`src/rtl/pending_encoder_16to4.sv`:
```
// Sticky pending-request register drained lowest-index-first through a
// registered valid/ready output slot carrying the 4-bit binary index.
module pending_encoder_16to4 #(
   parameter int unsigned N = 16,
   parameter int unsigned W = 4
) (
   input  logic         clk,
   input  logic         rst,
   input  logic         enable,
   input  logic         clear,
   input  logic [N-1:0] in_req,
   output logic [W-1:0] out_idx,
   output logic         out_valid,
   input  logic         out_ready,
   output logic [N-1:0] pending,
   output logic         overflow
);

   logic [N-1:0] pending_q, pending_d;
   logic [W-1:0] idx_q, idx_d;
   logic         valid_q, valid_d;
   logic         overflow_q, overflow_d;

   logic [W-1:0] enc;
   logic         found;
   logic         slot_free;
   logic         issue;
   logic [N-1:0] issue_mask;
   logic [N-1:0] req_eff;

   // Lowest set bit of the registered pending vector; bit 0 wins.
   always_comb begin
      enc   = '0;
      found = 1'b0;
      for (int i = 0; i < int'(N); i++) begin
         if (!found && pending_q[i]) begin
            enc   = W'(i);
            found = 1'b1;
         end
      end
   end

   always_comb begin
      slot_free  = !valid_q || out_ready;
      issue      = slot_free && found;
      issue_mask = issue ? (N'(1) << enc) : '0;
      req_eff    = enable ? in_req : '0;

      pending_d  = pending_q;
      idx_d      = idx_q;
      valid_d    = valid_q;
      overflow_d = overflow_q;

      if (clear) begin
         pending_d  = '0;
         valid_d    = 1'b0;
         overflow_d = 1'b0;
      end else begin
         // A new request on the bit being issued re-arms it rather than overflowing.
         pending_d  = (pending_q & ~issue_mask) | req_eff;
         overflow_d = overflow_q | (|(req_eff & pending_q & ~issue_mask));
         if (slot_free) begin
            valid_d = found;
         end
         if (issue) begin
            idx_d = enc;
         end
      end
   end

   always_ff @(posedge clk or posedge rst) begin
      if (rst) begin
         pending_q  <= '0;
         idx_q      <= '0;
         valid_q    <= 1'b0;
         overflow_q <= 1'b0;
      end else begin
         pending_q  <= pending_d;
         idx_q      <= idx_d;
         valid_q    <= valid_d;
         overflow_q <= overflow_d;
      end
   end

   assign pending   = pending_q;
   assign out_idx   = idx_q;
   assign out_valid = valid_q;
   assign overflow  = overflow_q;

endmodule
```
`config.mk`:
```
export PLATFORM = sky130hd
export DESIGN_NAME = pending_encoder_16to4
export DESIGN_NICKNAME = d
export VERILOG_FILES = /design/src/rtl/pending_encoder_16to4.sv
export SDC_FILE = /design/constraint.sdc
export NUM_CORES = 1
export LEC_CHECK = 0
export CAP_MARGIN = 20
export CORE_MARGIN = 5
export CORE_UTILIZATION = 46
export DETAILED_ROUTE_END_ITERATION = 12
export PLACE_DENSITY = 0.78
export SLEW_MARGIN = 10
export SYNTH_ARGS = -nofsm -noshare
export SYNTH_HDL_FRONTEND = slang
export SYNTH_SLANG_ARGS = --single-unit
```
`constraint.sdc`:
```
create_clock -name clk -period 3 [get_ports clk]
set_input_delay 0.45 -clock clk [delete_from_list [all_inputs] [get_ports clk]]
set_output_delay 0.45 -clock clk [all_outputs]
set_load 0.05 [all_outputs]
```
Word-level counts from Yosys, hierarchy flattened
Cells that the tools add are included.
{"block": "op_classes", "n_reduce_logical": 36, "n_bitwise": 7, "shifts": 1, "n_mux": 37}
{"cell": "4-bit two-way mux", "count": 14}
{"cell": "16-bit bitwise AND", "count": 3}
{"cell": "16-bit two-way mux", "count": 3}
{"cell": "1-bit two-way mux", "count": 20}
{"cell": "1-bit logical AND", "count": 16}
{"cell": "1-bit logical NOT", "count": 16}
{"cell": "16-bit NOT", "count": 1}
{"cell": "16-bit bitwise OR", "count": 1}
{"cell": "16-bit OR reduction", "count": 1}
{"cell": "1-bit by 4-bit left shift with 16-bit output, first input constant", "count": 1}
{"cell": "2-bit AND reduction", "count": 1}
{"cell": "2-bit nonzero test", "count": 1}
{"cell": "1-bit logical OR", "count": 1}
{"cell": "1-bit NOT", "count": 1}
{"cell": "1-bit bitwise OR", "count": 1}
{"block": "totals", "output_inout_bits": 22, "register_bits": 22, "in_bits": 21}

Logic depth before layout (Yosys ltp)
Gate-level depths: netlist (run 1).
{"block": "logic_depth", "depth_word": 53, "mapped_depth": 9, "depth_no_buf": 8}

Least setup slack after synthesis (run 1)
Ideal clock, no wire load.
{"block": "synth_timing", "path_type": "reg2reg", "startpoint": "reg pending_q[8], in the netlist pending[8]", "endpoint": "reg overflow_q, in the netlist overflow", "setup_ns": 0.137, "t_arrival_ns": 2.884, "stages_incl_launch_ff": 8, "n_path_buf": 0, "path_slack_ns": -0.021, "cell_sequence": "dfrtp_1 -> or4_4 -> or4_4 -> o31a_1 -> a2111oi_1 -> a311oi_1 -> a311oi_1 -> a311oi_1"}
{"block": "synth_via", "elab_chain_cells": 30}
{"item": "from (decl)", "line": "19", "text": "logic [N-1:0] pending_q, pending_d;"}
{"item": "from (signal assigned)", "line": "78", "text": "pending_q <= pending_d;"}
{"item": "1-bit logical AND", "line": "36", "text": "if (!found && pending_q[i]) begin"}
{"item": "1-bit two-way mux", "line": "36"}
{"item": "1-bit logical NOT", "line": "36"}
{"item": "1-bit logical AND", "line": "36"}
{"item": "1-bit two-way mux", "line": "36"}
{"item": "1-bit logical NOT", "line": "36"}
{"item": "1-bit logical AND", "line": "36"}
{"item": "1-bit two-way mux", "line": "36"}
{"item": "[... 15 more ...]"}
{"item": "1-bit by 4-bit left shift with 16-bit output or 1-bit logical AND (tied branches)", "line": "46, 45"}
{"item": "16-bit two-way mux", "line": "46", "text": "issue_mask = issue ? (N'(1) << enc) : '0;"}
{"item": "16-bit NOT", "line": "61", "text": "overflow_d = overflow_q | (|(req_eff & pending_q & ~issue_mask));"}
{"item": "16-bit bitwise AND *", "line": "61"}
{"item": "16-bit OR reduction *", "line": "61"}
{"item": "1-bit bitwise OR *", "line": "61"}
{"item": "1-bit two-way mux *", "line": "54", "text": "if (clear) begin"}
{"item": "net overflow_d", "line": "22", "text": "logic overflow_q, overflow_d;"}
{"item": "to (signal assigned)", "line": "81", "text": "overflow_q <= overflow_d;"}
{"item": "to (decl)", "line": "22"}
The timed path passes the listed nets; every way through them passes the cells marked *.
A chain may end at the register's enable or synchronous reset.

Worst setup path after layout (run 1)
{"block": "layout_timing", "startpoint": "reg pending_q[9], in the netlist pending[9]", "endpoint": "reg pending_q[15], in the netlist pending[15]"}
{"block": "layout_via", "elab_chain_cells": 26}
{"item": "1-bit logical AND *", "line": "36"}
{"item": "1-bit two-way mux", "line": "36"}
{"item": "1-bit logical NOT", "line": "36"}
{"item": "1-bit logical AND", "line": "36"}
{"item": "1-bit two-way mux", "line": "36"}
{"item": "1-bit logical NOT", "line": "36"}
{"item": "1-bit logical AND", "line": "36"}
{"item": "1-bit two-way mux", "line": "36"}
{"item": "[... 11 more ...]"}
{"item": "4-bit two-way mux or 1-bit two-way mux (tied branches)", "line": "36"}
{"item": "1-bit by 4-bit left shift with 16-bit output or 1-bit logical AND (tied branches)", "line": "46, 45"}
{"item": "16-bit two-way mux *", "line": "46"}
{"item": "16-bit NOT *", "line": "60", "text": "pending_d = (pending_q & ~issue_mask) | req_eff;"}
{"item": "16-bit bitwise AND *", "line": "60"}
{"item": "16-bit bitwise OR *", "line": "60"}
{"item": "16-bit two-way mux *", "line": "54"}
{"item": "net pending_d[15]", "line": "19"}
Marks and branches as above.

==> metrics.txt, run 1 <==
run status=completed; Starting Density=0.4867; level count of the clock H-tree=1; switching pwr=0.3991 mW; xor/xnor cell area share of the yosys netlist=0; portion of the clock cycle consumed by the worst path in the final layout=0.9740; fraction of final layout cells with drive strength greater than 1=0.1682; timing endpoint of the critical path=pending[15]; type of the worst setup path=flop to flop; DRC violations left=0; post-route setup TNS=0 ns; Area contributors post-synth=dfrtp_1, nand2_1, nor2_1; critical path required time=3.21 ns; Core Rows=19; Iter 0 DRT Violations=150; crit end category=flop; slowest CP cell=or4_4; first-pass GRT wire length=7769 microns; leading area contributor after synthesis=dfrtp_1; via count of the first global-routing pass=1612; Static Leak=0.8241 nW; worst-case clock buffer depth=2; Hold/Removal Path Class=flop to flop; adder and majority gate portion of the synthesized area=0; Die Y-Extent=64.25 microns; design internal power=0.5584 mW; most common cell after layout, fill and taps aside=clkdlybuf4s50_1; total of flip-flops plus latches after synthesis=22; most used cell, CP=or4_4; synthesized-area fraction occupied by and/or/nand/nor cells=0.2468; Ports=43; RSZ-0062 raised after global routing=no; Final Skew=0.008911 ns; Final Max Tran Viols=0; Max Cap Viol=0; power per unit of standard cell area=479.2 nW/um^2; diode insertion count for antenna repair=0; highest clock rate=0.3422 GHz; worst setup slack after placement=0.002164 ns; maximum resistive drop on vdd=485.7 uV; number of detailed-routing iterations run before antenna repair=4; WL final=4701 microns; GRT Util Overall=0.2351; endpoint of the lowest-slack register-to-register path=pending[15]; register clock-pin slew on the reported worst setup and hold paths=0.13 ns; worst-case reg-to-reg path depth=7; crit path launch=pending[9]; cell count after synthesis=158; Clock Latency Late Sink=0.31 ns; chip width=64.25 microns; actual slew at the worst max-slew pin=0.8703 ns; Yosys top cell area share=0.4067; signal arrival time at the worst endpoint=3.13 ns; Mapped Avg Cell Area=8.568 sq um; overall overflow remaining after global route=0; total of buffers placed on input and output ports=42; CTS root buf=clkbuf_4; combinational family with the most area after synthesis=compound AO/OA/AOI/OAI gates; yosys warns=0; CTS tree=built; largest incremental delay on the critical path=0.56 ns; total power after layout=0.9575 mW; largest net degree at the start of global routing=23; number of hold buffers added after CTS=0; post-detail-place hpwl=3556 microns; post-synthesis compound-gate area fraction=0.3152; highest-count cells in the layout ignoring fill and taps=clkdlybuf4s50_1, buf_4, nand2_1, dfrtp_1, nor2_1; Distinct cells, synth=36; endpoints failing setup=0; Worst Setup Start Kind=flop; switching power as a share of total power=0.4169; total number of clock tree sinks=22; final number of hold-violating endpoints=0; number of clock buffers inserted by TritonCTS=3; worst-path cell chain=or4_4 -> or4_4 -> o31a_1 -> buf_4 -> or4_1 -> a22oi_1 -> nor2_1; DR vias=1577; reg2reg setup slack=0.08 ns; sequential group share of total power=0.364; net total in the final layout=243; mux contribution to synthesized area=0; Seq/Total Area, Yosys=0.4067; Max FO, Critical Path=7; worst reg2reg startpoint=pending[9]; clock share of power=0.142; RePlAce Congestion=0.9043; synth-to-layout area growth=47.60%; number of antenna violations at the first check in global routing=0; post-layout worst setup margin=0.07812 ns; final period demand of the worst path=2.922 ns; Post-Synthesis Net Count=179; DR WL/cell=18.73 microns; area enclosed by the die boundary=4128 sq um; Antenna Nets Post-Route=0; Max-Slew Margin vs Limit=0.4192; Synth Cell Area=1354 sq um; number of vias per cell=6.283; power share of the combinational group=0.494; Core Footprint=2781 sq um
==> repair_timing <==
item                                    CTS  global route
setup buffers                             0             6
resized for setup                         1             1
hold endpoints to repair                  0             0
pin swaps                                 0             1
gates cloned                              0             0
endpoints found under the setup margin    1             1
==> through the flow <==
stage | instance area, sq um | hold WS, ns | utilization | instances
after floorplan | 1359 | 0.4389 | - | 158
after global placement | 1926 | 0.4652 | 0.6923 | 242
after detailed placement | 1926 | 0.4699 | 0.6923 | 242
after CTS | 1948 | 0.4980 | 0.7004 | 245
after global routing | 1998 | 0.5116 | 0.7184 | 251
final | 1998 | 0.4966 | 0.7184 | 251
==> cell type report <==
cell class | count | area, sq um
Sequential cell | 22 | 555.5
Inverter | 4 | 15.01
Timing Repair Buffer | 66 | 600.6
Clock buffer | 3 | 22.52
Multi-Input combinational cell | 125 | 765.7
Tap cell | 31 | 38.79
Fill cell | 237 | 783.3
==> cell usage after synthesis (all sizes together) <==
| cell type | n |
|---|---|
| a31oi | 3 |
| and2b | 1 |
| o311ai | 4 |
| nor2b | 3 |
| a22o | 2 |
| a22oi | 7 |
| a2111oi | 1 |
| nor3 | 4 |
| nand3 | 7 |
| o31ai | 9 |
| a21oi | 11 |
| a21boi | 1 |
| o2111ai | 2 |
| o41ai | 1 |
| nor4 | 3 |
| dfrtp | 22 |
| nand2 | 19 |
| and3 | 1 |
| a221oi | 1 |
| o21ai | 10 |
| o311a | 1 |
| or3 | 4 |
| buf | 1 |
| and4b | 1 |
| a21o | 1 |
| nand2b | 2 |
| or4 | 5 |
| o211ai | 1 |
| inv | 4 |
| o31a | 1 |
| nor2 | 16 |
| a311oi | 3 |
| clkbuf | 6 |
==> worst max-delay path: cells and delay by family, from the launching register on <==
kind | cells | cell delay, ns
AND/OR/NAND/NOR | 4 | 1.68
buffers and inverters | 1 | 0.18
flip-flops | 1 | 0.44
AO/OA/AOI/OAI | 2 | 0.53
==> metal layers <==
metal,global-route usage,vias up,share of wire
met5,0,-,0
met4,0.08651,0,0.016
met3,0.03853,6,0.085
met2,0.3843,83,0.46
met1,0.3105,747,0.44
li1,-,741,-
==> state kept, by name, summed over array words and instances, names as in the netlist <==
name	flops
pending	16
out_idx	4
out_valid	1
overflow	1
==> worst min path at each step <==
stage                    start         end  slack (ns)  cells after the start
finish              out_idx[1]  out_idx[1]        0.50                      2
global placement    out_idx[0]  out_idx[0]        0.47                      2
global route        out_idx[1]  out_idx[1]        0.51                      2
CTS                 out_idx[1]  out_idx[1]        0.50                      2
floorplan                  rst  out_idx[0]        0.44                      1
detailed placement  out_idx[1]  out_idx[1]        0.47                      2
==> power by group through the flow <==
stage	Clock (mW)	Sequential [mW]	Combinational, mW
finish	0.136	0.348	0.473
global route	0.159	0.353	0.501
CTS	0.141	0.349	0.444
detailed placement	0	0.355	0.442
global placement	0	0.353	0.442
floorplan	0	0.464	0.154
==> kinds of logic after synthesis <==
logic type             count (synthesis)
AO/OA/AOI/OAI                         59
AND/OR/NAND/NOR                       66
buffers and inverters                 11
flip-flops                            22
Note: power is estimated with default switching activity, not from simulation.
==> inputs of run 2 (changes only) <==
--- a/config.mk
+++ b/config.mk
@@ -8,9 +8,9 @@
 export CAP_MARGIN = 20
 export CORE_MARGIN = 5
 export CORE_UTILIZATION = 46
+export CTS_CLUSTER_SIZE = 16
 export DETAILED_ROUTE_END_ITERATION = 12
 export PLACE_DENSITY = 0.78
-export SLEW_MARGIN = 10
 export SYNTH_ARGS = -nofsm -noshare
 export SYNTH_HDL_FRONTEND = slang
 export SYNTH_SLANG_ARGS = --single-unit
==> results of run 2 <==
The final DEF is identical to that of run 1; final timing and power are the same.
==> inputs of run 3 (changes only) <==
--- a/config.mk
+++ b/config.mk
@@ -5,7 +5,7 @@
 export SDC_FILE = /design/constraint.sdc
 export NUM_CORES = 1
 export LEC_CHECK = 0
-export CAP_MARGIN = 20
+export ABC_AREA = 0
 export CORE_MARGIN = 5
 export CORE_UTILIZATION = 46
 export CTS_CLUSTER_SIZE = 16
==> results of run 3 <==
The final DEF is identical to that of run 1; final timing and power are the same.
